===== src/rtl/mips_bus_wait_ram_if.sv =====
// Avalon-style memory bus between mips_cpu_bus (master) and the wait-state RAM (slave).
// Handshake: a request (read or write) is held stable by the master while waitrequest=1;
// the transfer completes in the single cycle where the request is high and waitrequest=0.
interface mips_bus_wait_ram_if;
  logic [31:0] address;
  logic        read;
  logic        write;
  logic [3:0]  byteenable;
  logic [31:0] writedata;
  logic        waitrequest;
  logic [31:0] readdata;

  modport master (
    output address, read, write, byteenable, writedata,
    input  waitrequest, readdata
  );

  modport slave (
    input  address, read, write, byteenable, writedata,
    output waitrequest, readdata
  );
endinterface


===== src/rtl/mips_bus_wait_ram.sv =====
// Two-window byte-addressed RAM slave (data at 0, boot code at INSTR_BASE) that
// inserts WAIT_CYCLES wait states per access so CPU stall paths get exercised.
module mips_bus_wait_ram #(
  parameter int          DATA_BYTES  = 256,
  parameter int          INSTR_BYTES = 256,
  parameter logic [31:0] INSTR_BASE  = 32'hBFC0_0000,
  parameter int          WAIT_CYCLES = 2,
  parameter string       DATA_INIT   = "",
  parameter string       INSTR_INIT  = ""
) (
  input  logic                 clk,
  input  logic                 reset,
  mips_bus_wait_ram_if.slave   bus,
  output logic                 bad_access,
  output logic [1:0]           dbg_state
);

  localparam int DAW = $clog2(DATA_BYTES);
  localparam int IAW = $clog2(INSTR_BYTES);

  typedef enum logic [1:0] {
    S_IDLE   = 2'd0,
    S_WAIT   = 2'd1,
    S_ACCESS = 2'd2
  } state_t;

  state_t      state, state_nx;
  logic [3:0]  count, count_nx;

  logic [31:0] lat_addr;
  logic [3:0]  lat_be;
  logic [31:0] lat_wdata;
  logic        lat_rd, lat_wr;

  logic [31:0] rdata_q;
  logic [7:0]  dmem [DATA_BYTES];
  logic [7:0]  imem [INSTR_BYTES];

  logic        req;
  logic        take;
  logic        enter_access;
  logic [31:0] sel_addr, sel_wdata;
  logic [3:0]  sel_be;
  logic        sel_rd, sel_wr;
  logic [31:0] word_addr, i_off;
  logic        misalign, d_hit, i_hit;
  logic [DAW-1:0] d_idx;
  logic [IAW-1:0] i_idx;
  logic [31:0] rd_word;

  // Memory images are not part of reset; they are cleared once at configuration time.
  initial begin
    for (int i = 0; i < DATA_BYTES; i++) dmem[i] = 8'h00;
    for (int i = 0; i < INSTR_BYTES; i++) imem[i] = 8'h00;
  end

  assign req  = bus.read | bus.write;
  assign take = (state == S_IDLE) & req;

  // Held low while reset is asserted so an interrupted transfer releases the CPU at once.
  assign bus.waitrequest = reset & req & (state != S_ACCESS);
  assign bus.readdata    = rdata_q;
  assign dbg_state       = state;

  // ---------------- FSM ----------------
  always_ff @(posedge clk or negedge reset) begin
    if (!reset) begin
      state <= S_IDLE;
      count <= 4'd0;
    end else begin
      state <= state_nx;
      count <= count_nx;
    end
  end

  always_comb begin
    state_nx = state;
    count_nx = count;
    case (state)
      S_IDLE: begin
        if (req) begin
          if (WAIT_CYCLES == 0) begin
            state_nx = S_ACCESS;
            count_nx = 4'd0;
          end else begin
            state_nx = S_WAIT;
            count_nx = 4'(WAIT_CYCLES);
          end
        end
      end
      S_WAIT: begin
        if (!req) begin
          state_nx = S_IDLE;
          count_nx = 4'd0;
        end else if (count <= 4'd1) begin
          state_nx = S_ACCESS;
          count_nx = 4'd0;
        end else begin
          count_nx = count - 4'd1;
        end
      end
      S_ACCESS: state_nx = S_IDLE;
      default:  state_nx = S_IDLE;
    endcase
  end

  assign enter_access = (state_nx == S_ACCESS);

  // In IDLE the transaction is being latched this edge, so decode the live bus;
  // afterwards only the latched copy matters.
  always_comb begin
    if (state == S_IDLE) begin
      sel_addr  = bus.address;
      sel_be    = bus.byteenable;
      sel_wdata = bus.writedata;
      sel_rd    = bus.read;
      sel_wr    = bus.write;
    end else begin
      sel_addr  = lat_addr;
      sel_be    = lat_be;
      sel_wdata = lat_wdata;
      sel_rd    = lat_rd;
      sel_wr    = lat_wr;
    end
  end

  // ---------------- window decode ----------------
  assign word_addr = {sel_addr[31:2], 2'b00};
  assign misalign  = |sel_addr[1:0];
  assign i_off     = word_addr - INSTR_BASE;
  assign d_hit     = (word_addr < 32'(DATA_BYTES));
  assign i_hit     = (word_addr >= INSTR_BASE) && (i_off < 32'(INSTR_BYTES));
  assign d_idx     = word_addr[DAW-1:0];
  assign i_idx     = i_off[IAW-1:0];

  always_comb begin
    rd_word = '0;
    for (int i = 0; i < 4; i++) begin
      if (sel_be[i]) begin
        if (d_hit)      rd_word[8*i +: 8] = dmem[d_idx | DAW'(i)];
        else if (i_hit) rd_word[8*i +: 8] = imem[i_idx | IAW'(i)];
      end
    end
  end

  // ---------------- datapath registers ----------------
  always_ff @(posedge clk or negedge reset) begin
    if (!reset) begin
      lat_addr   <= '0;
      lat_be     <= '0;
      lat_wdata  <= '0;
      lat_rd     <= 1'b0;
      lat_wr     <= 1'b0;
      rdata_q    <= '0;
      bad_access <= 1'b0;
    end else begin
      if (take) begin
        lat_addr  <= bus.address;
        lat_be    <= bus.byteenable;
        lat_wdata <= bus.writedata;
        lat_rd    <= bus.read;
        lat_wr    <= bus.write;
      end
      if (enter_access) begin
        rdata_q <= sel_wr ? 32'h0 : rd_word;
        if (misalign || !(d_hit || i_hit) || (sel_rd && sel_wr))
          bad_access <= 1'b1;
      end
    end
  end

  // Writes land at the edge that ends ACCESS; an out-of-window write hits neither array.
  always_ff @(posedge clk) begin
    if (state == S_ACCESS && sel_wr) begin
      for (int i = 0; i < 4; i++) begin
        if (sel_be[i]) begin
          if (d_hit)      dmem[d_idx | DAW'(i)] <= sel_wdata[8*i +: 8];
          else if (i_hit) imem[i_idx | IAW'(i)] <= sel_wdata[8*i +: 8];
        end
      end
    end
  end

endmodule


===== src/flat_wrapper.sv =====
// flat-port wrapper written by rule: the top's interface ports become plain ports
module mips_bus_wait_ram_flat 
#(
  parameter int          DATA_BYTES  = 256,
  parameter int          INSTR_BYTES = 256,
  parameter logic [31:0] INSTR_BASE  = 32'hBFC0_0000,
  parameter int          WAIT_CYCLES = 2,
  parameter string       DATA_INIT   = "",
  parameter string       INSTR_INIT  = ""
)
  (clk, reset, bad_access, dbg_state, bus_address, bus_read, bus_write, bus_byteenable, bus_writedata, bus_waitrequest, bus_readdata);
  mips_bus_wait_ram_if bus_i ();
  input  logic clk;
  input  logic reset;
  output logic bad_access;
  output logic [1:0] dbg_state;
  input wire logic [$bits(bus_i.address)-1:0] bus_address;
  input wire logic [$bits(bus_i.read)-1:0] bus_read;
  input wire logic [$bits(bus_i.write)-1:0] bus_write;
  input wire logic [$bits(bus_i.byteenable)-1:0] bus_byteenable;
  input wire logic [$bits(bus_i.writedata)-1:0] bus_writedata;
  output wire logic [$bits(bus_i.waitrequest)-1:0] bus_waitrequest;
  output wire logic [$bits(bus_i.readdata)-1:0] bus_readdata;
  assign bus_i.address = bus_address;
  assign bus_i.read = bus_read;
  assign bus_i.write = bus_write;
  assign bus_i.byteenable = bus_byteenable;
  assign bus_i.writedata = bus_writedata;
  assign bus_waitrequest = bus_i.waitrequest;
  assign bus_readdata = bus_i.readdata;
  mips_bus_wait_ram #(.DATA_BYTES(DATA_BYTES), .INSTR_BYTES(INSTR_BYTES), .INSTR_BASE(INSTR_BASE), .WAIT_CYCLES(WAIT_CYCLES), .DATA_INIT(DATA_INIT), .INSTR_INIT(INSTR_INIT)) u_core (.clk(clk), .reset(reset), .bus(bus_i), .bad_access(bad_access), .dbg_state(dbg_state));
endmodule

===== config.mk =====
export PLATFORM = sky130hd
export DESIGN_NAME = mips_bus_wait_ram_flat
export DESIGN_NICKNAME = d
export VERILOG_FILES = /design/src/rtl/mips_bus_wait_ram_if.sv /design/src/rtl/mips_bus_wait_ram.sv /design/src/flat_wrapper.sv
export SDC_FILE = /design/constraint.sdc
export NUM_CORES = 2
export LEC_CHECK = 0
export CAP_MARGIN = 5
export CELL_PAD_IN_SITES_DETAIL_PLACEMENT = 1
export CELL_PAD_IN_SITES_GLOBAL_PLACEMENT = 2
export CORE_UTILIZATION = 38
export CTS_CLUSTER_DIAMETER = 200
export DETAILED_ROUTE_END_ITERATION = 8
export PLACE_DENSITY = 0.62
export SYNTH_ARGS = -nofsm -noshare
export SYNTH_HDL_FRONTEND = slang
export SYNTH_SLANG_ARGS = --single-unit

===== constraint.sdc =====
create_clock -name clk -period 4 [get_ports clk]
set_input_delay 1 -clock clk [delete_from_list [all_inputs] [get_ports clk]]
set_output_delay 1 -clock clk [all_outputs]
set_load 0.02 [all_outputs]

== After elaboration in Yosys (flattened, before gate mapping) ==
Memory sizes are Yosys's and may differ from the RTL's.
Cells that the tools add are included.

* Memory bits (writable): 4,096
* Word-level logic and storage cells: 91
* Register bits: 109
* Input bits: 72
* Output and inout bits: 36
* Memories: 2

{| class="wikitable"
|+ Memories
! name !! depth !! bits a word !! read ports !! clocked after memory_dff !! wr ports !! line !! source
|-
| u_core.dmem || 256 || 8 || 4 || 0 || 4 || mips_bus_wait_ram.sv:36 || <nowiki>logic [7:0] dmem [DATA_BYTES];</nowiki>
|-
| u_core.imem || 256 || 8 || 4 || 0 || 4 || mips_bus_wait_ram.sv:37 || <nowiki>logic [7:0] imem [INSTR_BYTES];</nowiki>
|}

* $lt $le $gt $ge: 4
* Reductions and logical operators: 12
* Muxes and demuxes: 53
* Equality and inequality tests: 5
* Bitwise gates (word level): 4
* $add $sub $neg: 2

{| class="wikitable"
|+ Operators by type and width
! kind !! count
|-
| $mux W32 || 3
|-
| $mux W8 || 12
|-
| $lt A32 B9 Y1 const B || 2
|-
| $ge A32 B32 Y1 const B || 1
|-
| $sub A32 B32 Y32 const B || 1
|-
| $mux W1 || 29
|-
| $mux W4 || 4
|-
| $pmux W4 S2 || 1
|-
| $mux W2 || 3
|-
| $eq A2 B2 Y1 const B || 2
|-
| $le A4 B1 Y1 const B || 1
|-
| $pmux W2 S2 || 1
|-
| $reduce_and A2 Y1 || 2
|-
| $sub A4 B1 Y4 const B || 1
|-
| $and A1 B1 Y1 || 3
|-
| $logic_and A1 B1 Y1 || 3
|-
| $logic_or A1 B1 Y1 || 3
|-
| $eq A2 B1 Y1 const B || 1
|-
| $logic_not A2 Y1 || 1
|-
| $ne A2 B1 Y1 const B || 1
|-
| $ne A2 B2 Y1 const B || 1
|-
| $reduce_bool A2 Y1 || 1
|-
| $reduce_or A2 Y1 || 1
|-
| $logic_not A1 Y1 || 1
|-
| $or A1 B1 Y1 || 1
|}

== Longest topological paths before layout ==
* Depth in word-level cells: 10
* Mapped depth: 13
* Depth with buffers taken out: 11

== Least setup slack after synthesis ==
OpenSTA, ideal clock, no wires.

* Kind: register to register
* Start: register u_core.state[0] (netlist: u_core.dbg_state[0])
* End: memory u_core.dmem[1][2] (netlist: u_core.dmem[0][10]) (data pin)
* Buffers on the path: 5
* Arrival: 3,253 ps
* Cell stages (with the launch flop): 9
* Slack: 236 ps
* Data required time: 3,489 ps
* Clock period less this slack: 3,764 ps
* Cell sequence: dfrtp_1 -> buf_4 -> or2_1 -> buf_6 -> buf_2 -> clkbuf_1 -> buf_1 -> nand2_1 -> nand2_1

{| class="wikitable"
|+ RTL lines
! item !! line !! source
|-
| from (decl) || mips_bus_wait_ram.sv:27 || <nowiki>state_t state, state_nx;</nowiki>
|-
| from (signal assigned) || mips_bus_wait_ram.sv:71 || <nowiki>state <= state_nx;</nowiki>
|-
| to (decl) || mips_bus_wait_ram.sv:36 ||
|}

== Worst setup path in the final report ==
* Start: register u_core.state[1] (netlist: u_core.dbg_state[1])
* End: register u_core.rdata_q[0] (netlist: u_core.bus.readdata[0])

* Cells in the longest elaborated chain, start to end: 9
* Elaborated cells on any way between the ends: 21

{| class="wikitable"
|+ Ends and longest elaborated chain
! item !! line !! source
|-
| $logic_not A2 Y1 || mips_bus_wait_ram.sv:79, mips_bus_wait_ram.sv:112 ||
|-
| $mux W32 || mips_bus_wait_ram.sv:112 || <nowiki>if (state == S_IDLE) begin</nowiki>
|-
| $sub A32 B32 Y32 || mips_bus_wait_ram.sv:130 || <nowiki>assign i_off = word_addr - INSTR_BASE;</nowiki>
|-
| $lt A32 B9 Y1 || mips_bus_wait_ram.sv:132 || <nowiki>assign i_hit = (word_addr >= INSTR_BASE) && (i_off < 32'(INSTR_BYTES));</nowiki>
|-
| $logic_and A1 B1 Y1 || mips_bus_wait_ram.sv:132 ||
|-
| $mux W8 || mips_bus_wait_ram.sv:141 || <nowiki>else if (i_hit) rd_word[8*i +: 8] = imem[i_idx | IAW'(i)];</nowiki>
|-
| $mux W8 || mips_bus_wait_ram.sv:140 || <nowiki>if (d_hit) rd_word[8*i +: 8] = dmem[d_idx | DAW'(i)];</nowiki>
|-
| $mux W8 || mips_bus_wait_ram.sv:139 || <nowiki>if (sel_be[i]) begin</nowiki>
|-
| $mux W32 || mips_bus_wait_ram.sv:165 || <nowiki>rdata_q <= sel_wr ? 32'h0 : rd_word;</nowiki>
|-
| to (signal assigned) || mips_bus_wait_ram.sv:165 ||
|-
| to (decl) || mips_bus_wait_ram.sv:35 || <nowiki>logic [31:0] rdata_q;</nowiki>
|}

Several ways; a longest one is shown, not always the timed one.
A chain may end at the register's enable or synchronous reset.

==> out/metrics.yaml <==
async_flop_share_pct: 2.59
core_um2: 407000
ys.flop_type: "edfxtp_1"
total_leakage_power_nw: 62.5
cp_slowest_cell: "o21ai_0"
die_area_um2: 411000
yosysMostFrequentCell: "edfxtp_1"
max_stage_delay_ns: 0.71
maxCapViolCount: 0
ys_seq_area_share_pct: 80.9
synth_commonest_cells: "edfxtp_1, o22ai_1, nor3_1"
cts_buffer_depth: 4
ant_nets: 0
yosys_warnings: 0
start_kind: "register"
dp_cells: 16300
portBuffers: 107
vias: 102000
dp_worst_setup_slack_ns: -0.813
grt_max_degree: 129
outcome: "complete, but fails checks"
yosys-top-cells-area: "edfxtp_1, o22ai_1, nor3_1"
cts_hold_buf: 0
setup_viol: 1
tightest_slew_ns: 1.32
power_mw: 166
ys_types: 70
grt.overflow.total: 0
grtUsageTotal_pct: 27.4
drive_gt1_share_pct: 22.4
critPathKind: "reg2reg"
cpLargestDelayFamily: "compound AO/OA/AOI/OAI gates"
tns_ns: -0.0625
drcViolationCount: 0
multi_input_area_um2: 27100
p_per_area_nw_per_um2: 865
io_pins: 108
whs_ns: 0.192
routed_wl_mm: 576
cp_num_buf_inv: 4
ir_worst_vdd_mv: 1.04
synthesis.nets: 9736
cts-root-buf: "clkbuf_16"
min-delay-path-class: "in2async"
antenna_found_initial: 64
worstPathMaxFanout: 45
synth-edff-count: 4096
place_area_um2: 178000
crit_arrival_ns: 4.99
period_minus_slack_ns: 4.06
syn_avg_cell_area_um2: 16.1
fillers: 39000
cts_sinks: 4205
synth_cells: 9662
max_slew_margin_pct: 11.2
skew_ns: 0.0468
start_util_pct: 38.2
yosysTopAreaCell: "edfxtp_1"
worstPathRequired_ns: 4.92
clk_latency_ns: 1.01
clkSlewWorstSetupHoldPaths_ns: 0.06
setup_slack_ns: -0.0625
final_util_pct: 47.3
vias_per_cell: 5.91
die_x_um: 641
hold_viol: 0
areaGrowthSynthToFinish_pct: 23.9
fin_crit_sh_pct: 102
first_pass_iters: 6
slew_violations: 0
cts_made_buffers: 441
dpl.hpwl_mm: 387
crit_path_end_kind: "register"
netlist_area_um2: 155000
routedWlPerCell_um: 33.5
grt_pass1_wl_mm: 801
die_height_um: 641
violations: "negative setup slack"
rows: 234
final_nets: 11400
fin_area_um2: 192000
htreeDepth: 5
grt_pass1_vias: 105000
fmax_mhz: 246
rsz0062_at_grt: "no"
gp_congestion: 0.866
cts_tree: "built"
drt_iter0_drc: 10900
yosysTopAreaCellShare_pct: 79.2
ys_ff_latch: 4205
final_cells: 17200
regArea_um2: 126000
cp_cell_sequence: "nor2_4, buf_4, o31a_4, buf_12, buf_12, buf_4, o22ai_1, nor3_1, nor3_1, o21ai_0, a32oi_1, nand2_1"
kinds of logic (layout without fill, tap and decap cells):
| family | Yosys count | in the layout | synth area share (%) |
|---|---|---|---|
| AO/OA/AOI/OAI | 2342 | 2342 | 9.53 |
| XOR/XNOR | 1 | 1 | 0.00564 |
| adder cells (fa/ha/maj) | 2 | 2 | 0.0161 |
| buffers and inverters | 708 | 2767 | 1.96 |
| flip-flops | 4205 | 4205 | 80.9 |
| multiplexers | 75 | 75 | 0.542 |
| other | 0 | 33 | 0 |
| AND/OR/NAND/NOR | 2329 | 2329 | 7.02 |
per-layer routing:
| metal | global-route usage, % | share of wire (%) | vias to the layer above |
|---|---|---|---|
| li1 | - | - | 43000 |
| met1 | 37.4 | 42 | 53800 |
| met2 | 44.4 | 47 | 4034 |
| met3 | 4.65 | 7.2 | 785 |
| met4 | 9.41 | 3.6 | 14 |
| met5 | 0 | 0.015 | - |
power breakdown:
group          switching (mW)  internal [mW]  total, mW
logic                    45.2           21.3       66.5
registers               0.372           58.5       58.9
clock network            17.4           23.6       41.0
flip-flops by register name (all words and copies together), names as in the netlist:
name / cells
u_core.bad_access: 1
u_core.bus.readdata: 32
u_core.count: 4
u_core.dbg_state: 2
u_core.dmem: 2048
u_core.imem: 2048
u_core.lat_addr: 32
u_core.lat_be: 4
u_core.lat_rd: 1
u_core.lat_wdata: 32
u_core.lat_wr: 1
worst reg2reg max path, delay by kind of cell, from the launching register on:
kind / cells / cell delay (ns)
AO/OA/AOI/OAI: 4 / 1.27
buffers and inverters: 4 / 1.16
flip-flops: 1 / 0.41
AND/OR/NAND/NOR: 4 / 1.13
path summary, 6_finish.rpt:
check	start	end	slack, ns	cells past startpoint
setup / recovery	u_core.dbg_state[1]	u_core.bus.readdata[0]	-0.06	12
hold / removal	reset	u_core.lat_addr[29]	0.19	2
setup reg to reg	u_core.dbg_state[1]	u_core.bus.readdata[0]	-0.06	12
hold reg to reg	u_core.bad_access	u_core.bad_access	0.46	1
max in group asynchronous	reset	u_core.bus.readdata[30]	2.35	3
min in group clk	u_core.bad_access	u_core.bad_access	0.46	1
layout make-up:
type | count | area share [%]
Timing Repair Buffer | 1950 | 9.53
Sequential cell | 4205 | 65.3
Antenna cell | 33 | 0.0429
Clock inverter | 257 | 1.31
Inverter | 5 | 0.00975
Multi-Input combinational cell | 4749 | 14.1
Tap cell | 5428 | 3.53
Clock buffer | 555 | 6.14
layout by cell type (no fill, tap or decap), types with 19 or more instances in the layout:
cell             count
nor2_1             540
nand2_4             36
o21ai_0            158
nand3_1             40
o311ai_0            28
clkinv_2            79
nor3_1            1365
nand4_1             48
nand2_1            200
a22oi_1             36
diode_2             33
clkinvlp_4          19
clkbuf_1            86
nor4_1              39
mux2_2              69
clkbuf_16          448
a21oi_1             28
clkdlybuf4s50_1    106
dfrtp_1            109
o22ai_1           1981
buf_4             1569
clkbuf_8            21
clkinv_1            93
buf_12             274
bufinv_16           43
edfxtp_1          4096
timing repair:
item	CTS	global route
gates resized for setup	0	1
setup buffers	0	3
endpoints found under the setup margin	0	2
No activity file was read; power rests on OpenSTA's default activity.
